[src/rtl/bpsk_frame_loader_if.sv]
// Payload byte stream feeding the BPSK frame loader (valid/ready/last).
interface bpsk_frame_loader_if #(
    parameter int data_width = 8
);
    logic [data_width-1:0] s_data;
    logic                  s_valid;
    logic                  s_last;
    logic                  s_ready;

    // A beat transfers on a clock edge where s_valid && s_ready are both high; the
    // producer keeps s_data/s_last stable and s_valid high until that edge, and
    // s_ready may depend on loader state only (never on s_valid).
    modport master (output s_data, s_valid, s_last, input s_ready);
    modport slave  (input s_data, s_valid, s_last, output s_ready);
endinterface

[src/rtl/bpsk_frame_loader.sv]
// Builds one BPSK frame in BRAM port A (preamble, fixed-length payload, CRC-8)
// and then holds send_signal high to start the phase controller.
module bpsk_frame_loader #(
    parameter int         data_width    = 8,
    parameter int         addr_width    = 8,
    parameter int         frame_length  = 150,
    parameter int         preamble_len  = 4,
    parameter logic [7:0] preamble_byte = 8'hAA,
    parameter int         hold_cycles   = 4
) (
    input  logic                    clk,
    input  logic                    rst,
    bpsk_frame_loader_if.slave      s,
    output logic                    ram_clk,
    output logic                    ram_rst,
    output logic                    ram_en,
    output logic                    ram_we,
    output logic [addr_width-1:0]   ram_addr,
    output logic [data_width-1:0]   ram_wr_data,
    output logic                    send_signal,
    output logic                    err_overflow,
    output logic [15:0]             frame_count,
    output logic [2:0]              dbg_state
);

    typedef enum logic [2:0] {
        ST_IDLE     = 3'd0,
        ST_PREAMBLE = 3'd1,
        ST_PAYLOAD  = 3'd2,
        ST_PAD      = 3'd3,
        ST_DISCARD  = 3'd4,
        ST_CRC      = 3'd5,
        ST_SEND     = 3'd6
    } state_t;

    localparam int hold_w = $clog2(hold_cycles + 1);
    localparam logic [addr_width-1:0] last_pre_addr = addr_width'(preamble_len - 1);
    localparam logic [addr_width-1:0] last_pay_addr = addr_width'(frame_length - 2);
    localparam logic [addr_width-1:0] crc_addr      = addr_width'(frame_length - 1);
    localparam logic [hold_w-1:0]     last_hold     = hold_w'(hold_cycles - 1);

    state_t                  state_q, state_d;
    logic [addr_width-1:0]   addr_q, addr_d;
    logic [7:0]              crc_q, crc_d;
    logic [hold_w-1:0]       hold_q, hold_d;
    logic                    ram_en_q, ram_en_d;
    logic                    ram_we_q, ram_we_d;
    logic [addr_width-1:0]   ram_addr_q, ram_addr_d;
    logic [data_width-1:0]   ram_wr_data_q, ram_wr_data_d;
    logic                    send_q, send_d;
    logic                    err_q, err_d;
    logic [15:0]             frame_count_q, frame_count_d;
    logic                    s_ready_c;

    // CRC-8, polynomial 0x07, MSB first, one byte per call.
    function automatic logic [7:0] crc8_byte(input logic [7:0] crc, input logic [7:0] din);
        logic [7:0] c;
        c = crc ^ din;
        for (int i = 0; i < 8; i++) begin
            c = c[7] ? ({c[6:0], 1'b0} ^ 8'h07) : {c[6:0], 1'b0};
        end
        return c;
    endfunction

    always_comb begin
        state_d       = state_q;
        addr_d        = addr_q;
        crc_d         = crc_q;
        hold_d        = hold_q;
        ram_en_d      = 1'b0;
        ram_we_d      = 1'b0;
        ram_addr_d    = ram_addr_q;
        ram_wr_data_d = ram_wr_data_q;
        err_d         = 1'b0;
        frame_count_d = frame_count_q;
        s_ready_c     = 1'b0;

        case (state_q)
            ST_IDLE: begin
                if (s.s_valid) begin
                    state_d = ST_PREAMBLE;
                    addr_d  = '0;
                    crc_d   = 8'h00;
                end
            end
            ST_PREAMBLE: begin
                ram_en_d      = 1'b1;
                ram_we_d      = 1'b1;
                ram_addr_d    = addr_q;
                ram_wr_data_d = preamble_byte;
                addr_d        = addr_q + 1'b1;
                if (addr_q == last_pre_addr) begin
                    state_d = ST_PAYLOAD;
                end
            end
            ST_PAYLOAD: begin
                s_ready_c = 1'b1;
                if (s.s_valid) begin
                    ram_en_d      = 1'b1;
                    ram_we_d      = 1'b1;
                    ram_addr_d    = addr_q;
                    ram_wr_data_d = s.s_data;
                    crc_d         = crc8_byte(crc_q, s.s_data);
                    addr_d        = addr_q + 1'b1;
                    // The final slot decides between a clean frame and an overflow.
                    if (addr_q == last_pay_addr) begin
                        state_d = s.s_last ? ST_CRC : ST_DISCARD;
                        err_d   = ~s.s_last;
                    end else if (s.s_last) begin
                        state_d = ST_PAD;
                    end
                end
            end
            ST_PAD: begin
                ram_en_d      = 1'b1;
                ram_we_d      = 1'b1;
                ram_addr_d    = addr_q;
                ram_wr_data_d = '0;
                crc_d         = crc8_byte(crc_q, 8'h00);
                addr_d        = addr_q + 1'b1;
                if (addr_q == last_pay_addr) begin
                    state_d = ST_CRC;
                end
            end
            ST_DISCARD: begin
                s_ready_c = 1'b1;
                if (s.s_valid && s.s_last) begin
                    state_d = ST_CRC;
                end
            end
            ST_CRC: begin
                ram_en_d      = 1'b1;
                ram_we_d      = 1'b1;
                ram_addr_d    = crc_addr;
                ram_wr_data_d = crc_q;
                hold_d        = '0;
                frame_count_d = frame_count_q + 16'd1;
                state_d       = ST_SEND;
            end
            ST_SEND: begin
                hold_d = hold_q + 1'b1;
                if (hold_q == last_hold) begin
                    state_d = ST_IDLE;
                end
            end
            default: begin
                state_d = ST_IDLE;
            end
        endcase

        // send_signal is registered and therefore high exactly while in SEND.
        send_d = (state_d == ST_SEND);
    end

    always_ff @(posedge clk) begin
        if (rst) begin
            state_q       <= ST_IDLE;
            addr_q        <= '0;
            crc_q         <= 8'h00;
            hold_q        <= '0;
            ram_en_q      <= 1'b0;
            ram_we_q      <= 1'b0;
            ram_addr_q    <= '0;
            ram_wr_data_q <= '0;
            send_q        <= 1'b0;
            err_q         <= 1'b0;
            frame_count_q <= 16'd0;
        end else begin
            state_q       <= state_d;
            addr_q        <= addr_d;
            crc_q         <= crc_d;
            hold_q        <= hold_d;
            ram_en_q      <= ram_en_d;
            ram_we_q      <= ram_we_d;
            ram_addr_q    <= ram_addr_d;
            ram_wr_data_q <= ram_wr_data_d;
            send_q        <= send_d;
            err_q         <= err_d;
            frame_count_q <= frame_count_d;
        end
    end

    assign s.s_ready    = s_ready_c;
    assign ram_clk      = clk;
    assign ram_rst      = 1'b0;
    assign ram_en       = ram_en_q;
    assign ram_we       = ram_we_q;
    assign ram_addr     = ram_addr_q;
    assign ram_wr_data  = ram_wr_data_q;
    assign send_signal  = send_q;
    assign err_overflow = err_q;
    assign frame_count  = frame_count_q;
    assign dbg_state    = state_q;

endmodule

[src/flat_wrapper.sv]
// flat-port wrapper written by rule: the top's interface ports become plain ports
module bpsk_frame_loader_flat 
#(
    parameter int         data_width    = 8,
    parameter int         addr_width    = 8,
    parameter int         frame_length  = 150,
    parameter int         preamble_len  = 4,
    parameter logic [7:0] preamble_byte = 8'hAA,
    parameter int         hold_cycles   = 4
)
  (clk, rst, ram_clk, ram_rst, ram_en, ram_we, ram_addr, ram_wr_data, send_signal, err_overflow, frame_count, dbg_state, s_s_data, s_s_valid, s_s_last, s_s_ready);
  bpsk_frame_loader_if #(.data_width(data_width)) s_i ();
  input  logic clk;
  input  logic rst;
  output logic ram_clk;
  output logic ram_rst;
  output logic ram_en;
  output logic ram_we;
  output logic [addr_width-1:0] ram_addr;
  output logic [data_width-1:0] ram_wr_data;
  output logic send_signal;
  output logic err_overflow;
  output logic [15:0] frame_count;
  output logic [2:0] dbg_state;
  input wire logic [$bits(s_i.s_data)-1:0] s_s_data;
  input wire logic [$bits(s_i.s_valid)-1:0] s_s_valid;
  input wire logic [$bits(s_i.s_last)-1:0] s_s_last;
  output wire logic [$bits(s_i.s_ready)-1:0] s_s_ready;
  assign s_i.s_data = s_s_data;
  assign s_i.s_valid = s_s_valid;
  assign s_i.s_last = s_s_last;
  assign s_s_ready = s_i.s_ready;
  bpsk_frame_loader #(.data_width(data_width), .addr_width(addr_width), .frame_length(frame_length), .preamble_len(preamble_len), .preamble_byte(preamble_byte), .hold_cycles(hold_cycles)) u_core (.clk(clk), .rst(rst), .s(s_i), .ram_clk(ram_clk), .ram_rst(ram_rst), .ram_en(ram_en), .ram_we(ram_we), .ram_addr(ram_addr), .ram_wr_data(ram_wr_data), .send_signal(send_signal), .err_overflow(err_overflow), .frame_count(frame_count), .dbg_state(dbg_state));
endmodule
[config.mk]
export PLATFORM = sky130hd
export DESIGN_NAME = bpsk_frame_loader_flat
export DESIGN_NICKNAME = d
export VERILOG_FILES = /design/src/rtl/bpsk_frame_loader_if.sv /design/src/rtl/bpsk_frame_loader.sv /design/src/flat_wrapper.sv
export SDC_FILE = /design/constraint.sdc
export NUM_CORES = 1
export LEC_CHECK = 0
export BUFFER_PORTS_ARGS = -buffer_cell sky130_fd_sc_hd__buf_2
export CORE_MARGIN = 1
export CORE_UTILIZATION = 57
export CTS_BUF_LIST = sky130_fd_sc_hd__clkbuf_4
export CTS_CLUSTER_SIZE = 25
export DETAILED_ROUTE_END_ITERATION = 8
export GPL_TIMING_DRIVEN = 0
export PLACE_DENSITY = 0.82
export SLEW_MARGIN = 20
export SYNTH_ARGS = -nofsm -noshare
export SYNTH_HDL_FRONTEND = slang
export SYNTH_SLANG_ARGS = --single-unit
[constraint.sdc]
create_clock -name clk -period 2.25 [get_ports clk]
set_clock_uncertainty 0.05 [all_clocks]
set_input_delay 0.225 -clock clk [delete_from_list [all_inputs] [get_ports clk]]
set_output_delay 0.225 -clock clk [all_outputs]
set_load 0.05 [all_outputs]
# Yosys cells after proc, flatten, opt, wreduce, memory -nomap -nowiden
# Cells that the tools add are included.
[totals]
out_inout_bits = 42
elab_cells = 100
input_bits = 12
mem_bits_ro = 0
mem_count = 0
ram_bits = 0
ff_bits = 57
latch_bits = 0
[op_classes]
bitwise_logic = 21
multipliers = 0
n_eq_ne = 12
n_reduce_logical = 15
n_addsub = 3
magnitude_cmp = 0
div = 0
shift = 0
n_mux = 39
[ops]
columns = ["op", "n"]
rows = [
  ["$mux 3", 24],
  ["$pmux 8 s3", 3],
  ["$not 3->3", 16],
  ["$mux 8", 5],
  ["$pmux 8 s4", 1],
  ["$pmux 3 s7", 1],
  ["$add 16x1->16 const B", 1],
  ["$eq 3x3->1 const B", 4],
  ["$eq 3x2->1 const B", 3],
  ["$reduce_bool 3->1", 3],
  ["$add 8x1->8 const B", 1],
  ["$eq 8x2->1 const B", 1],
  ["$eq 8x8->1 const B", 1],
  ["$xor 8x8->8", 1],
  ["$pmux 3 s2", 1],
  ["$reduce_and 3->1", 2],
  ["$ne 2x2->1 const B", 2],
  ["$not 1->1", 4],
  ["$reduce_and 2->1", 2],
  ["$reduce_bool 4->1", 1],
  ["$reduce_or 2->1", 2],
  ["$reduce_or 4->1", 1],
  ["$add 3x1->3 const B", 1],
  ["$eq 3x1->1 const B", 1],
  ["6 further kinds", 8],
]

# Depth between registers and ports, before layout
[logic_depth]
depth_word = 19
depth_mapped = 7
mapped_depth_nobuf = 7

==> results.json <==
{
  "outcome": "complete, no violations",
  "synth.distinct_cells": 49,
  "syn_inst": 351,
  "antenna_found_initial": 0,
  "relSlewSlack": 0.631,
  "drv_slew": 0,
  "p_switching_mw": 0.662,
  "cp-end-kind": "primary output",
  "power.share.combinational": 0.114,
  "grt_usage": 0.283,
  "numPortBuffers": 50,
  "final_nets": 435,
  "area_delta_synth_final_pct": 19.1,
  "ios": 54,
  "yosysTopAreaCellShare": 0.391,
  "firstDrtPassIters": 4,
  "p_total_mw": 2.33,
  "yosys.area.top_type": "dfxtp_1",
  "wl_per_cell_um": 14.1,
  "synth_edf_count": 0,
  "intPower_mw": 1.67,
  "fp.coreArea_um2": 4820,
  "overflow": 0,
  "synthesis.area_um2": 2920,
  "power_leakage_nw": 1.40,
  "worstMarginPinSlew_ps": 554,
  "drtAntennaViolNets": 0,
  "gp_congestion": 0.876,
  "critPathKind": "flop to primary output",
  "num_rows": 25,
  "design_area_um2": 3480,
  "drive_gt1_frac": 0.206,
  "fin_cells": 490,
  "hold_viol": 0,
  "num_antenna_cells": 0,
  "critPathArrivalTime_ps": 1820,
  "dieHeight_um": 73.6,
  "vias": 2747,
  "placed_cell_area_um2": 3250,
  "final_common_cell": "dfxtp_1",
  "min_from": "s_s_data[2]",
  "grt_max_degree": 20,
  "fmax_ghz": 0.477,
  "hp-class": "input port to flop",
  "drc": 0,
  "startpoint_type": "flop",
  "clockPowerShare": 0.442,
  "seqPwrFrac": 0.444,
  "pwr_density_cell_nw_per_um2": 670,
  "dpl.cell_count": 468,
  "r2r-start": "u_core.dbg_state[1]",
  "synth_nets": 368,
  "rsz0062_at_grt": "false",
  "post_drt_via_cell_ratio": 5.61,
  "pre_cts_ws_ps": 257,
  "synth-async-reset-ratio": 0,
  "setup_viol": 0,
  "clk-insertion-delay-late_ps": 510,
  "synth_top_flop_cell": "dfxtp_1",
  "min_period_ps": 2100,
  "cp_max_fo": 10,
  "grt_pass1_vias": 2515,
  "synth-warning-count": 0,
  "irDropWorstVdd_mv": 0.784,
  "yosysSeqAreaShare": 0.391,
  "synth.area.top_cells": "dfxtp_1, xnor2_1, nor2_1",
  "synth.avg_cell_area_um2": 8.32,
  "start_util": 0.606,
  "hold_ws_ps": 8.30,
  "cts_tree": "built",
  "ys_seq_elements": 57,
  "fp.dieArea_um2": 5410,
  "drt_wl_total_um": 6890,
  "grt_pass1_wl_um": 11500,
  "layout_common_cells": "dfxtp_1, buf_2, nor2_1, xnor2_1, nand2_1",
  "required_ps": 1980,
  "place.detailed.hpwl_um": 4840,
  "sw_frac_of_total": 0.284,
  "min_period_over_period": 0.933,
  "fin_setup_tns_ps": 0,
  "die_width_um": 73.6,
  "final_core_util": 0.722,
  "maxCapViolations": 0,
  "fin_ws_ps": 151,
  "clkTransAtPathRegs_ps": 100,
  "startpoint": "u_core.dbg_state[0]",
  "drt_iter0_markers": 220
}
registers in the layout (all words and copies together), names as in the netlist, 3 cells and up:
name / flops
u_core.frame_count: 16
u_core.addr_q: 8
u_core.crc_q: 8
u_core.ram_addr: 8
u_core.ram_wr_data: 8
u_core.dbg_state: 3
u_core.hold_q: 3
per-layer routing:
| layer | track usage | vias up | wire [µm] |
|---|---|---|---|
| met5 | 0 | - | 0 |
| met4 | 0.132 | 0 | 114 |
| met3 | 0.0425 | 13 | 306 |
| met2 | 0.464 | 79 | 3310 |
| met1 | 0.366 | 1303 | 3160 |
| li1 | - | 1352 | - |
power by group through the flow:
stage / clock, mW / sequential, mW / combinational (mW)
global placement: 0.109 / 1.06 / 0.250
finish: 1.03 / 1.03 / 0.265
CTS: 1.04 / 1.03 / 0.263
floorplan: 0.0958 / 1.09 / 0.161
detailed placement: 0.109 / 1.06 / 0.253
global route: 1.10 / 1.04 / 0.289
layout make-up:
cell class,count,area [µm²]
clock buffers,14,103
plain buffers,22,115
inverters,8,30.0
well taps,67,83.8
fillers,404,1340
clock inverters,6,82.6
multi-input cells,263,1640
flip-flops and latches,57,1140
repair buffers,53,285
final timing paths:
kind | endpoint | slack, ps | depth (start not counted)
max | s_s_ready | 150 | 5
min | u_core.ram_wr_data[2] | 8 | 3
max reg2reg | u_core.err_overflow | 170 | 5
min reg2reg | u_core.ram_addr[6] | 410 | 2
critical path, stage by stage (launching register included):
cell and delay, ps:
dfxtp_1 330, buf_2 180, clkbuf_2 250, clkbuf_2 260
nor2_1 70, buf_2 210
cells in the mapped netlist, drive strengths merged, types with 6 or more instances:
library cell and count:
nor3 9, o21ai 23, a21oi 24, clkbuf 13
nor2b 6, xnor2 29, dfxtp 57, nor2 47
buf 10, nand4 8, nand3 7, or3 7
xor2 20, nand2 26, inv 8
kinds of logic (layout without fill, tap and decap cells):
kind of cell / Yosys count / count (layout) / share of synthesized area
multiplexers: 1 / 1 / 0.00343
AND/OR/NAND/NOR: 133 / 133 / 0.222
adder cells (fa/ha/maj): 5 / 5 / 0.0214
other: 1 / 1 / 0.00128
AO/OA/AOI/OAI: 74 / 74 / 0.159
XOR/XNOR: 49 / 49 / 0.152
flip-flops: 57 / 57 / 0.391
buffers and inverters: 31 / 103 / 0.0497
what timing repair did:
item | 4_1_cts | 5_1_grt
gates resized for setup | 2 | 3
endpoints found under the setup margin | 1 | 8
buffers inserted | 0 | 0
gates cloned | 0 | 0
hold buffers | 4 | 0
hold endpoints to repair | 4 | 0
Note: power is estimated with default switching activity, not from simulation.
